===== src/rtl/multicycle_ctrl_pkg.sv =====
// multicycle_ctrl_pkg: shared encodings and output decode for the MIPS-Lite multicycle controller
//   state_t  : FSM states, 4-bit, exposed on the State debug port
//   cls_t    : instruction class produced by instr_decode
//   ctrl_t   : bundle of datapath control outputs
//   ctrl_of  : Moore output table (state + class -> controls)
package multicycle_ctrl_pkg;
  typedef enum logic [3:0] {
    S_FETCH, S_DECODE, S_EXE_R, S_WB_R, S_EXE_I, S_WB_I,
    S_MEM_ADR, S_MEM_RD, S_MEM_WR, S_WB_MEM, S_BRANCH, S_JUMP
  } state_t;
  typedef enum logic [2:0] {C_R, C_I, C_LW, C_SW, C_BEQ, C_J, C_JAL, C_ILL} cls_t;
  localparam logic [5:0] OP_R   = 6'b000000;
  localparam logic [5:0] OP_ORI = 6'b001101;
  localparam logic [5:0] OP_LUI = 6'b001111;
  localparam logic [5:0] OP_LW  = 6'b100011;
  localparam logic [5:0] OP_SW  = 6'b101011;
  localparam logic [5:0] OP_BEQ = 6'b000100;
  localparam logic [5:0] OP_J   = 6'b000010;
  localparam logic [5:0] OP_JAL = 6'b000011;
  localparam logic [5:0] F_ADDU = 6'b100001;
  localparam logic [5:0] F_SUBU = 6'b100011;
  localparam logic [5:0] F_SLT  = 6'b101010;
  localparam logic [2:0] ALU_ADD = 3'b000;
  localparam logic [2:0] ALU_SUB = 3'b001;
  localparam logic [2:0] ALU_OR  = 3'b010;
  localparam logic [2:0] ALU_SLT = 3'b011;
  localparam logic [2:0] ALU_LUI = 3'b100;
  localparam logic [1:0] PC_INC = 2'b00;
  localparam logic [1:0] PC_BR  = 2'b01;
  localparam logic [1:0] PC_JMP = 2'b10;
  localparam logic [1:0] RD_RT = 2'b00;
  localparam logic [1:0] RD_RD = 2'b01;
  localparam logic [1:0] RD_RA = 2'b10;
  localparam logic [1:0] MR_ALU = 2'b00;
  localparam logic [1:0] MR_MEM = 2'b01;
  localparam logic [1:0] MR_PC  = 2'b10;
  localparam logic [1:0] SB_RT   = 2'b00;
  localparam logic [1:0] SB_4    = 2'b01;
  localparam logic [1:0] SB_SEXT = 2'b10;
  localparam logic [1:0] SB_ZEXT = 2'b11;
  typedef struct packed {
    logic       pcwr;
    logic [1:0] pcsrc;
    logic       irwr;
    logic       regwrite;
    logic [1:0] regdst;
    logic [1:0] memtoreg;
    logic [1:0] alusrcb;
    logic [2:0] aluop;
    logic       dmrd;
    logic       dmwr;
  } ctrl_t;
  // PCWr in BRANCH depends on Zero and is added by the top level.
  function automatic ctrl_t ctrl_of(state_t s, cls_t c, logic [2:0] alu);
    ctrl_t k;
    k = '0;
    case (s)
      S_FETCH:   begin k.irwr = 1'b1; k.pcwr = 1'b1; k.pcsrc = PC_INC; end
      S_EXE_R:   begin k.alusrcb = SB_RT; k.aluop = alu; end
      S_WB_R:    begin k.regwrite = 1'b1; k.regdst = RD_RD; k.memtoreg = MR_ALU; end
      S_EXE_I:   begin k.alusrcb = SB_ZEXT; k.aluop = alu; end
      S_WB_I:    begin k.regwrite = 1'b1; k.regdst = RD_RT; k.memtoreg = MR_ALU; end
      S_MEM_ADR: begin k.alusrcb = SB_SEXT; k.aluop = ALU_ADD; end
      S_MEM_RD:  k.dmrd = 1'b1;
      S_MEM_WR:  k.dmwr = 1'b1;
      S_WB_MEM:  begin k.regwrite = 1'b1; k.regdst = RD_RT; k.memtoreg = MR_MEM; end
      S_BRANCH:  begin k.alusrcb = SB_RT; k.aluop = ALU_SUB; k.pcsrc = PC_BR; end
      S_JUMP: begin
        k.pcwr = 1'b1;
        k.pcsrc = PC_JMP;
        if (c == C_JAL) begin
          k.regwrite = 1'b1;
          k.regdst = RD_RA;
          k.memtoreg = MR_PC;
        end
      end
      default: ;
    endcase
    return k;
  endfunction
endpackage


===== src/rtl/multicycle_ctrl_instr_decode.sv =====
// instr_decode: combinational opcode/funct classifier
//   op, funct : IR[31:26], IR[5:0]
//   cls       : instruction class (C_ILL for anything unsupported)
//   alu_op    : ALU operation used in the execute state
//   legal     : 1 when the instruction is supported
module instr_decode
  import multicycle_ctrl_pkg::*;
(
  input  logic [5:0] op,
  input  logic [5:0] funct,
  output cls_t       cls,
  output logic [2:0] alu_op,
  output logic       legal
);
  always_comb begin
    cls = C_ILL;
    alu_op = ALU_ADD;
    case (op)
      OP_R: case (funct)
        F_ADDU: cls = C_R;
        F_SUBU: begin cls = C_R; alu_op = ALU_SUB; end
        F_SLT:  begin cls = C_R; alu_op = ALU_SLT; end
        default: ;
      endcase
      OP_ORI: begin cls = C_I; alu_op = ALU_OR; end
      OP_LUI: begin cls = C_I; alu_op = ALU_LUI; end
      OP_LW:  cls = C_LW;
      OP_SW:  cls = C_SW;
      OP_BEQ: begin cls = C_BEQ; alu_op = ALU_SUB; end
      OP_J:   cls = C_J;
      OP_JAL: cls = C_JAL;
      default: ;
    endcase
  end
  assign legal = cls != C_ILL;
endmodule


===== src/rtl/multicycle_ctrl.sv =====
// multicycle_ctrl: Moore multicycle control FSM for the MIPS-Lite datapath
//   Clk, Reset (async, active low), Op/Funct from IR, Zero from ALU, DmReady from data memory
//   PCWr/PCSrc, IRWr, Regwrite/RegDst/MemtoReg, ALUSrcB/ALUOp, DmRd/DmWr : datapath controls
//   State (debug), InstrCnt (retired count), Illegal and BusErr (sticky flags)
module multicycle_ctrl
  import multicycle_ctrl_pkg::*;
#(
  parameter int TIMEOUT = 16,
  parameter int CNT_W   = 32
) (
  input  logic             Clk,
  input  logic             Reset,
  input  logic [5:0]       Op,
  input  logic [5:0]       Funct,
  input  logic             Zero,
  input  logic             DmReady,
  output logic             PCWr,
  output logic [1:0]       PCSrc,
  output logic             IRWr,
  output logic             Regwrite,
  output logic [1:0]       RegDst,
  output logic [1:0]       MemtoReg,
  output logic [1:0]       ALUSrcB,
  output logic [2:0]       ALUOp,
  output logic             DmRd,
  output logic             DmWr,
  output logic [3:0]       State,
  output logic [CNT_W-1:0] InstrCnt,
  output logic             Illegal,
  output logic             BusErr
);
  localparam int WW = $clog2(TIMEOUT + 1);
  state_t st, nxt;
  cls_t cls;
  logic [2:0] alu_op;
  logic legal, mem_wait, timed_out, retire;
  logic [WW-1:0] wait_cnt;
  ctrl_t ctl;
  instr_decode u_dec (.op(Op), .funct(Funct), .cls(cls), .alu_op(alu_op), .legal(legal));
  assign mem_wait = (st == S_MEM_RD || st == S_MEM_WR) && !DmReady;
  // This zero-ready cycle is the TIMEOUT-th one, so the request drops after it.
  assign timed_out = mem_wait && wait_cnt == WW'(TIMEOUT - 1);
  assign retire = st == S_WB_R || st == S_WB_I || st == S_WB_MEM || st == S_BRANCH ||
                  st == S_JUMP || (st == S_MEM_WR && DmReady);
  always_comb begin
    nxt = S_FETCH;
    case (st)
      S_FETCH:   nxt = S_DECODE;
      S_DECODE:  nxt = cls == C_R ? S_EXE_R :
                       cls == C_I ? S_EXE_I :
                       (cls == C_LW || cls == C_SW) ? S_MEM_ADR :
                       cls == C_BEQ ? S_BRANCH :
                       (cls == C_J || cls == C_JAL) ? S_JUMP : S_FETCH;
      S_EXE_R:   nxt = S_WB_R;
      S_EXE_I:   nxt = S_WB_I;
      S_MEM_ADR: nxt = cls == C_LW ? S_MEM_RD : S_MEM_WR;
      S_MEM_RD:  nxt = DmReady ? S_WB_MEM : timed_out ? S_FETCH : S_MEM_RD;
      S_MEM_WR:  nxt = (DmReady || timed_out) ? S_FETCH : S_MEM_WR;
      default:   nxt = S_FETCH;
    endcase
  end
  always_ff @(posedge Clk or negedge Reset) begin
    if (!Reset) begin
      st <= S_FETCH;
      wait_cnt <= '0;
      InstrCnt <= '0;
      Illegal <= 1'b0;
      BusErr <= 1'b0;
    end else begin
      st <= nxt;
      wait_cnt <= st == S_MEM_ADR ? '0 : mem_wait ? wait_cnt + WW'(1) : wait_cnt;
      InstrCnt <= InstrCnt + CNT_W'(retire);
      Illegal <= Illegal | (st == S_DECODE && !legal);
      BusErr <= BusErr | timed_out;
    end
  end
  // Gating with Reset makes every control drop the instant reset asserts.
  assign ctl = Reset ? ctrl_of(st, cls, alu_op) : '0;
  assign PCWr = ctl.pcwr | (Reset && st == S_BRANCH && Zero);
  assign PCSrc = ctl.pcsrc;
  assign IRWr = ctl.irwr;
  assign Regwrite = ctl.regwrite;
  assign RegDst = ctl.regdst;
  assign MemtoReg = ctl.memtoreg;
  assign ALUSrcB = ctl.alusrcb;
  assign ALUOp = ctl.aluop;
  assign DmRd = ctl.dmrd;
  assign DmWr = ctl.dmwr;
  assign State = st;
endmodule


===== config.mk =====
export PLATFORM = sky130hd
export DESIGN_NAME = multicycle_ctrl
export DESIGN_NICKNAME = d
export VERILOG_FILES = /design/src/rtl/multicycle_ctrl_pkg.sv /design/src/rtl/multicycle_ctrl_instr_decode.sv /design/src/rtl/multicycle_ctrl.sv
export SDC_FILE = /design/constraint.sdc
export NUM_CORES = 1
export LEC_CHECK = 0
export CORE_ASPECT_RATIO = 1.1
export CORE_MARGIN = 5
export CORE_UTILIZATION = 51
export DETAILED_ROUTE_END_ITERATION = 6
export GPL_TIMING_DRIVEN = 0
export PLACE_DENSITY = 0.85
export SLEW_MARGIN = 5
export SYNTH_ARGS = -nofsm -noshare
export SYNTH_HDL_FRONTEND = slang
export SYNTH_SLANG_ARGS = --single-unit

===== constraint.sdc =====
create_clock -name Clk -period 7.58 [get_ports Clk]
set_input_delay 0.758 -clock Clk [delete_from_list [all_inputs] [get_ports Clk]]
set_output_delay 0.758 -clock Clk [all_outputs]
set_load 0.02 [all_outputs]

==> out/metrics.cfg <==
[outcome]
status = completed

[critical_path]
crit_type = primary input to primary output
r2r_slack_ps = 4760
cp-start-kind = primary input
slowest_delay_ps = 660
worstPathMaxFanout = 7
cpMostUsedCell = clkdlybuf4s50_1
critPathTopFamily = buffers and inverters
arrival_ps = 3330
path_cells = clkdlybuf4s50_1 > or4_4 > o21bai_2 > o2bb2ai_2 > nand4bb_1 > a31oi_1 > clkdlybuf4s50_1
cp.buffers_inverters = 2
crit_path_end_kind = primary output
rr_worst_depth = 12
worstPathRequired_ps = 6820
r2r_end = InstrCnt[26]
slowest_stage = clkdlybuf4s50_1
startpoint = Op[1]
regToRegStartpoint = State[1]

[placement]
portBuffers = 68
place_hpwl_um = 4420
place_area_um2 = 3210
place_congestion = 0.877

[sta]
min_period_over_period = 0.540
setup_violations = 0
tightest_slew_ps = 444
fmax_mhz = 244
slew_viol_final = 0
fin_setup_tns_ps = 0
relSlewSlack = 0.704
hold_viol = 0
fin_worst_skew_ps = 8.87
rsz0062_at_grt = no
post-route-min-period_ps = 4090

[yosys]
netlist_area_um2 = 2440
synthArstFlopShare = 1.00
synth_edf_count = 0
synth_top_cell_by_area = dfrtp_1
yosys_register_bits = 43
yosysWarnings = 0
synth_compound_area_frac = 0.107
synth_ff_type = dfrtp_1
synth_nets = 277
synth_top_family_by_area = simple AND/OR/NAND/NOR gates
synth-xor-area-share = 0.125
syn_inst = 257
synthAdderAreaFrac = 0.0205
synth_area_leaders = dfrtp_1 (44%), xnor2_1 (8.2%), xor2_1 (4.3%)
yosysSeqAreaShare = 0.440
synth_top_area_share = 0.440
synth_simple_gate_area_frac = 0.269
synth_cell_types = 50
syn_area_per_cell_um2 = 9.51
synthMuxAreaShare = 0.00409

[clocking]
cts-resized-gates = 0
root_buffer = clkbuf_8
htree_levels = 2
path_clk_slew_ps = 90
cts_buffer_depth = 2
insertion_delay_ps = 300
cts_tree = built
cts-hold-fix-buffers = 0
cts_inserted_buffers = 5
post-cts-setup-buffers = 0
cts.sinks = 43

[grt]
grt_pass1_wl_um = 9520
grt_max_degree = 40
grt_usage = 0.183
grt_pass1_vias = 2092
grt-ovfl-total = 0
antenna_found_initial = 0

[cells_and_area]
n_antenna_cell = 0
drive_gt1_frac = 0.0808
design_area_um2 = 3300
syn_to_final_growth_pct = 35.1
utilization = 0.710
nets = 353

[detailed_routing]
remaining_drc_errors = 0
vias = 2184
ant_nets = 0
drtIter0Drc = 119
dr.pass1.iters = 4
routed_wl_um = 5730
routed_via_density = 5.60
wl_per_cell_um = 14.7

[floorplanning]
die_w_um = 76.0
ios = 70
rows = 26
initial_core_util = 0.526
die_y_um = 82.6
core_um2 = 4650
die-area_um2 = 6280

[job]
max-cap-violations = 0

[power_and_ir_drop]
p_leak_nw = 1.38
total_power_w = 0.000669
ir_drop_v = 0.000120
pwr_density_cell_nw_per_um2 = 203

[min_path]
min_path_type = primary input to async pin

-- registers in the layout, summed over array words and instances (netlist names) --
name,flops
InstrCnt,32
wait_cnt,5
State,4
BusErr,1
Illegal,1
-- synth_stat cells (2+ instances only) --
cell type / instances
a21o_1: 2
a21oi_1: 7
a31o_2: 2
a31oi_1: 2
a41oi_1: 2
and3_1: 6
and4_1: 4
and4bb_2: 2
clkbuf_1: 7
dfrtp_1: 43
ha_1: 4
inv_1: 6
nand2_1: 25
nand2b_1: 4
nand3_1: 14
nand3b_1: 3
nand4_1: 11
nand4b_1: 3
nor2_1: 27
nor2b_1: 4
nor3_1: 10
o21ai_0: 8
xnor2_1: 23
xor2_1: 12
-- worst register-to-register path, cell delays in order (launching register included) --
cell and delay (ps):
dfrtp_1 400, buf_6 140, clkbuf_1 220, o21ai_0 270, o21ai_0 120, a21oi_1 150, ha_1 220, ha_1 210
and3_1 160, clkbuf_1 260, and3_1 290, nand4_1 130, xnor2_1 140
-- layer usage --
metal	GRT usage	wire length [µm]	up-vias
li1	-	-	1058
met1	0.211	2340	1048
met2	0.341	2950	69
met3	0.0423	370	9
met4	0.0534	62	0
met5	0	0	-
-- final cells by class --
class | instances | area [µm²]
fill | 361 | 1350
multi-input combinational | 196 | 1290
sequential | 43 | 1080
timing repair buffer | 69 | 696
tap | 56 | 70.1
clock buffer | 5 | 68.8
buffer | 12 | 58.8
clock inverter | 3 | 23.8
inverter | 6 | 22.5
-- kinds of logic (layout without fill, tap and decap cells) --
family / Yosys count / count (layout)
adder cells (fa/ha/maj): 4 / 4
multiplexers: 1 / 1
flip-flops: 43 / 43
AND/OR/NAND/NOR: 121 / 121
XOR/XNOR: 35 / 35
buffers and inverters: 18 / 95
AO/OA/AOI/OAI: 35 / 35
-- layout by cell type, fill, tap and decap left out, drive strengths merged, types with 2 or more instances in the layout --
cell type	n
o21ai	9
clkinvlp	2
clkbuf	13
buf	6
nor2	27
nor2b	4
xor2	12
nand4b	3
inv	7
ha	4
and4bb	2
and3	7
nand2	25
a31oi	2
nand3	14
nor3	10
and4	4
a21o	2
nand4	11
clkdlybuf4s50	67
nand3b	3
nand2b	4
dfrtp	43
xnor2	23
a31o	2
a21oi	8
a41oi	2
-- report_power, final --
part           internal (W)  switching (W)  total (W)
clock             0.0000659      0.0000848   0.000151
sequential         0.000258      0.0000266   0.000285
combinational      0.000103       0.000131   0.000234
total              0.000427       0.000242   0.000669
-- through the flow --
step	hold WS (ps)	cells	setup WS, ps
after CTS	307	390	3500
after global routing	318	390	3390
after detailed placement	450	382	3500
after global placement	451	381	2670
after floorplan	462	257	4500
final	304	390	3490
-- worst max-delay path by stage --
stage / end / slack [ps] / cells after the start
2_1_floorplan: ALUOp[0] / 4500 / 4
3_3_place_gp: ALUOp[0] / 2670 / 6
3_5_place_dp: RegDst[1] / 3500 / 8
4_1_cts: RegDst[1] / 3500 / 8
5_1_grt: RegDst[1] / 3390 / 8
6_report: Regwrite / 3490 / 7
No activity file was read; power rests on OpenSTA's default activity.
